$ cat config.mk
export PLATFORM = sky130hd
export DESIGN_NAME = regfile_mp
export DESIGN_NICKNAME = d
export VERILOG_FILES = /design/src/rtl/regfile_pkg.sv /design/src/rtl/regfile_rd_port.sv /design/src/rtl/regfile_mp.sv
export SDC_FILE = /design/constraint.sdc
export NUM_CORES = 2
export LEC_CHECK = 0
export ABC_AREA = 1
export BUFFER_PORTS_ARGS = -buffer_cell sky130_fd_sc_hd__buf_2
export CAP_MARGIN = 20
export CORE_MARGIN = 2
export CORE_UTILIZATION = 30
export CTS_BUF_LIST = sky130_fd_sc_hd__clkbuf_2 sky130_fd_sc_hd__clkbuf_4 sky130_fd_sc_hd__clkbuf_8
export CTS_CLUSTER_DIAMETER = 50
export DETAILED_ROUTE_END_ITERATION = 7
export GPL_ROUTABILITY_DRIVEN = 0
export HOLD_SLACK_MARGIN = 0.03
export PLACE_DENSITY_LB_ADDON = 0.08
export SYNTH_ARGS = -nofsm -noshare
export SYNTH_HDL_FRONTEND = slang
export SYNTH_SLANG_ARGS = --single-unit
$ cat constraint.sdc
create_clock -name clk_i -period 73.3 [get_ports clk_i]
set_input_delay 14.66 -clock clk_i [delete_from_list [all_inputs] [get_ports clk_i]]
set_output_delay 14.66 -clock clk_i [all_outputs]
set_load 0.01 [all_outputs]
$ cat src/rtl/regfile_pkg.sv
// Shared constants and types for the multi-ported register file.
// The REGFILE_BYPASS_EN macro (used by regfile_rd_port) enables same-cycle write forwarding.
package regfile_pkg;

  localparam int RF_DATA_W   = 32;
  localparam int RF_NUM_REGS = 32;
  localparam int AW          = $clog2(RF_NUM_REGS);

  typedef logic [AW-1:0]        addr_t;
  typedef logic [RF_DATA_W-1:0] data_t;

endpackage

$ cat src/rtl/regfile_rd_port.sv
// One read port: storage mux plus, with REGFILE_BYPASS_EN defined, same-cycle write forwarding.
// Outputs are forced to zero while reset is held.
module regfile_rd_port
  import regfile_pkg::*;
#(
  parameter int DATA_W   = RF_DATA_W,
  parameter int NUM_REGS = RF_NUM_REGS,
  parameter int NUM_WR   = 2,
  localparam int ADDR_W  = $clog2(NUM_REGS)
) (
  input  logic                                rst_i,
  input  logic [NUM_REGS-1:0][DATA_W-1:0]     regs_i,
  input  logic [NUM_REGS-1:0]                 busy_i,
  input  logic [ADDR_W-1:0]                   rs_addr_i,
  input  logic [NUM_WR-1:0]                   wr_en_i,
  input  logic [NUM_WR-1:0][ADDR_W-1:0]       wr_addr_i,
  input  logic [NUM_WR-1:0][DATA_W-1:0]       wr_data_i,
  input  logic                                alloc_en_i,
  input  logic [ADDR_W-1:0]                   alloc_addr_i,
  output logic [DATA_W-1:0]                   rs_data_o,
  output logic                                rs_busy_o
);

`ifdef REGFILE_BYPASS_EN
  // Later ports overwrite earlier ones, so the highest-indexed matching writer is forwarded.
  always_comb begin
    rs_data_o = regs_i[rs_addr_i];
    rs_busy_o = busy_i[rs_addr_i];
    for (int w = 0; w < NUM_WR; w++) begin
      if (wr_en_i[w] && (wr_addr_i[w] == rs_addr_i) && (rs_addr_i != '0)) begin
        rs_data_o = wr_data_i[w];
        rs_busy_o = alloc_en_i && (alloc_addr_i == rs_addr_i);
      end
    end
    if (rst_i) begin
      rs_data_o = '0;
      rs_busy_o = 1'b0;
    end
  end
`else
  logic unused_bypass;
  assign unused_bypass = ^{wr_en_i, wr_addr_i, wr_data_i, alloc_en_i, alloc_addr_i};

  always_comb begin
    rs_data_o = regs_i[rs_addr_i];
    rs_busy_o = busy_i[rs_addr_i];
    if (rst_i) begin
      rs_data_o = '0;
      rs_busy_o = 1'b0;
    end
  end
`endif

endmodule

$ cat src/rtl/regfile_mp.sv
// Multi-ported register file with per-register pending (busy) scoreboard; x0 is hardwired zero.
// Define REGFILE_BYPASS_EN to forward same-cycle writes to the read ports.
module regfile_mp
  import regfile_pkg::*;
#(
  parameter int DATA_W   = RF_DATA_W,
  parameter int NUM_REGS = RF_NUM_REGS,
  parameter int NUM_RD   = 2,
  parameter int NUM_WR   = 2,
  localparam int ADDR_W  = $clog2(NUM_REGS)
) (
  input  logic                               clk_i,
  input  logic                               rst_i,
  input  logic [NUM_RD-1:0][ADDR_W-1:0]      rs_addr_i,
  output logic [NUM_RD-1:0][DATA_W-1:0]      rs_data_o,
  output logic [NUM_RD-1:0]                  rs_busy_o,
  input  logic [NUM_WR-1:0]                  wr_en_i,
  input  logic [NUM_WR-1:0][ADDR_W-1:0]      wr_addr_i,
  input  logic [NUM_WR-1:0][DATA_W-1:0]      wr_data_i,
  input  logic                               alloc_en_i,
  input  logic [ADDR_W-1:0]                  alloc_addr_i
);

  // Register 0 has no storage at all; it is spliced in as a constant below.
  logic [NUM_REGS-1:1][DATA_W-1:0] store_q;
  logic [NUM_REGS-1:1]             busy_q;
  logic [NUM_REGS-1:0][DATA_W-1:0] regs_view;
  logic [NUM_REGS-1:0]             busy_view;

  assign regs_view = {store_q, {DATA_W{1'b0}}};
  assign busy_view = {busy_q, 1'b0};

  always_ff @(posedge clk_i or posedge rst_i) begin
    if (rst_i) begin
      store_q <= '0;
      busy_q  <= '0;
    end else begin
      for (int r = 1; r < NUM_REGS; r++) begin
        for (int w = 0; w < NUM_WR; w++) begin
          if (wr_en_i[w] && (wr_addr_i[w] == ADDR_W'(r))) begin
            store_q[r] <= wr_data_i[w];
            busy_q[r]  <= 1'b0;
          end
        end
        // A new producer allocated in the same cycle as a write keeps the register pending.
        if (alloc_en_i && (alloc_addr_i == ADDR_W'(r))) begin
          busy_q[r] <= 1'b1;
        end
      end
    end
  end

  for (genvar p = 0; p < NUM_RD; p++) begin : g_rd
    regfile_rd_port #(
      .DATA_W  (DATA_W),
      .NUM_REGS(NUM_REGS),
      .NUM_WR  (NUM_WR)
    ) u_rd_port (
      .rst_i       (rst_i),
      .regs_i      (regs_view),
      .busy_i      (busy_view),
      .rs_addr_i   (rs_addr_i[p]),
      .wr_en_i     (wr_en_i),
      .wr_addr_i   (wr_addr_i),
      .wr_data_i   (wr_data_i),
      .alloc_en_i  (alloc_en_i),
      .alloc_addr_i(alloc_addr_i),
      .rs_data_o   (rs_data_o[p]),
      .rs_busy_o   (rs_busy_o[p])
    );
  end

endmodule
==> results.tsv <==
stage	metric	value	unit
outcome	status	complete, but fails checks	
outcome	failing checks	capacitance limit	
global_routing	vias in the first global route	74500	
critical_path	Worst EP required	58.64	ns
final_layout	layout cells sized above 1	8.27	%
min_path	hold endpoint	regs_view[251]	
timing	Fin. Hold Viols	0	
clock_tree	worst skew pair latency	1.04	ns
critical_path	critical path data arrival time	19.26	ns
critical_path	crit-path most repeated cell	buf_4	
yosys	Mapped Nets	10700	
route	antenna viol nets, final	0	
die	core area	0.225	mm^2
global_routing	initial antenna violation count	95	
placement	Area after DPL	0.0707	mm^2
critical_path	Max FO, Critical Path	89	
critical_path	critical path startpoint category	primary input	
timing	Max Freq	0.0295	GHz
critical_path	worst r2r src	busy_q[2]	
power	Leakage	36.3	nW
die	Starting Density	30.2	%
critical_path	Reg2Reg Setup Slack	72.43	ns
placement	DP HPWL	248000	um
timing	Final Slew Violations	0	
timing	Slew HR	0.919	%
min_path	worst hold stages	2	
critical_path	delay-heaviest family, CP	buffers and inverters	
critical_path	Critical-path top delay cell	buf_4	
power	maximum vdd drop	0.0197	mV
yosys	dominant cells by area after synthesis	dfrtp_1 (38%), nand2_1 (15%), o21ai_0 (15%)	
clock_tree	clk sink count	1023	
final_layout	final std cells w/o fill	13500	
clock_tree	clock root cell	clkbuf_8	
timing	crit path time final	33.92	ns
clock_tree	hold bufs inserted after CTS	0	
timing	unrepaired setup endpoints after global routing	no	
route	drt pass-1 iters	7	
placement	Port Buf Inserts	159	
final_layout	commonest non-fill, non-tap cell in the layout	nand2_1	
yosys	post-synthesis sequential area ratio	37.6	%
yosys	Synth Register Bits	1023	
power	Tot Pwr	2.02	mW
route	Iter 0 DRT Violations	12100	
yosys	Syn Area/Cell	6.39	um^2
global_routing	total congestion overflow	0	
die	IO Count	160	
route	via density per instance	6.05	
timing	setup TNS	0	ns
die	FP Rows	174	
clock_tree	depth of the CTS H-tree	4	
yosys	mapped cell area	0.0680	mm^2
global_routing	first-pass GRT wire length	615000	um
clock_tree	CTS resizes	0	
yosys	Synth cell types	25	
clock_tree	post-CTS setup buffers	0	
power	PwrDens	26.7	mW/mm^2
final_layout	post-route cell area	0.0756	mm^2
final_layout	Syn-to-layout area delta	11.2	%
critical_path	CP Class	in2out	
yosys	Post-Syn Instances	10600	
yosys	Synth Warn #	0	
placement	DP Cell Count	13000	
route	vias	81500	
critical_path	worst reg2reg path depth	2	
critical_path	worst reg2reg path endpoint	busy_q[2]	
clock_tree	CTS Buf Count	215	
critical_path	Worst setup EP type	primary output	
timing	Fin Clk Skew	0	ns
final_layout	# fillers	24600	
die	DIE WIDTH	480	um
clock_tree	CTS tree	done	
route	WL final	450000	um
timing	pin slew with the least headroom to its limit	1.48	ns
clock_tree	CTS Buffer Depth	3	
flow_run	Max-cap violations	1	
route	DR WL/cell	33.4	um
global_routing	pin count of the biggest net entering global routing	134	
die	die footprint	0.231	mm^2
critical_path	CP peak stage delay	0.67	ns
global_routing	total global-route track usage	37.8	%
die	die height	480	um
min_path	HP Start	regs_view[251]	
timing	period utilisation layout	46.3	%
critical_path	worst path bufs/invs	8	
final_layout	Final nets	10300	
clock_tree	Worst-path clk slew	0.06	ns
timing	Fin Hold WS	0.510	ns
route	drt drc	0	
final_layout	most frequent cells in the layout	nand2_1 (2738), o21ai_0 (2057), nand3_1 (1744)	
min_path	Hold Path Class	reg2reg	
critical_path	crit-path cells	buf_2 -> inv_8 -> buf_4 -> buf_12 -> buf_4 -> buf_4 -> buf_4 -> nand2_1 -> nor2_1 -> buf_2	
timing	final setup vio count	0	
yosys	Yosys top cell area share	37.6	%
yosys	Synth area leader	dfrtp_1	
[per-stage QoR]
stage	setup WS, ns	util (%)
3_5_place_dp	39.33	31.4
4_1_cts	39.32	33.5
6_report	39.38	33.6
3_3_place_gp	39.35	31.4
5_1_grt	39.09	33.5
2_1_floorplan	13.05	-
[logic make-up (layout without fill, tap and decap cells)]
family,Yosys count,count (layout),synth area share [%]
simple gates,5190,5190,31.9
buf+inv,1978,1724,11.4
compound gates,2456,2456,19.1
other cells,0,97,0
flops,1023,1023,37.6
[worst max-delay path by stage]
stage	startpoint	to	slack [ns]	cells after the start
2_1_floorplan	rst_i	rs_data_o[22]	13.05	4
3_3_place_gp	rst_i	rs_data_o[45]	39.35	10
3_5_place_dp	rst_i	rs_data_o[45]	39.33	10
4_1_cts	rst_i	rs_data_o[45]	39.32	10
5_1_grt	rst_i	rs_data_o[45]	39.09	10
6_report	rst_i	rs_data_o[45]	39.38	10
[power by group]
part,internal [mW],total [mW],switching [mW]
sequential,0.717,0.769,0.0519
combinational,0.168,0.560,0.392
clock,0.380,0.688,0.308
total,1.27,2.02,0.752
[cell usage after synthesis, drive strengths merged]
| cell type | number |
|---|---|
| nand2 | 2798 |
| clkinv | 2 |
| o211ai | 5 |
| o21ai | 2060 |
| o32ai | 1 |
| or2 | 2 |
| a22o | 4 |
| dfrtp | 1023 |
| nand3 | 1752 |
| inv | 973 |
| a21oi | 12 |
| clkbuf | 653 |
| o221ai | 71 |
| nand4 | 1 |
| buf | 350 |
| a32o | 1 |
| nor2 | 637 |
| o22ai | 302 |
[sequential cells by signal, summed over array words and instances (netlist names)]
signal / count
busy_q: 31
regs_view: 992
[layer usage]
metal | up-vias | share of wire [%] | global-route usage (%)
li1 | 34200 | - | -
met1 | 40000 | 39 | 47.7
met2 | 5962 | 43 | 56.4
met3 | 1338 | 11 | 9.45
met4 | 8 | 7.3 | 26.7
met5 | - | 0.012 | 0
[tightest hold or removal path, cell delays in order (launching register included)]
cell and delay, ns:
dfrtp_1 0.36, nand2_1 0.06, nand2_1 0.06
[final cells by class]
type / count / area (um^2) / area share [%]
multi-input combinational: 7646 / 35100 / 46.4
sequential: 1023 / 25600 / 33.8
clock buffer: 352 / 4360 / 5.77
tap: 2992 / 3740 / 4.95
inverter: 975 / 3720 / 4.92
timing repair buffer: 366 / 2620 / 3.47
clock inverter: 31 / 273 / 0.361
antenna: 97 / 243 / 0.321
(Power assumes the default switching activity.)
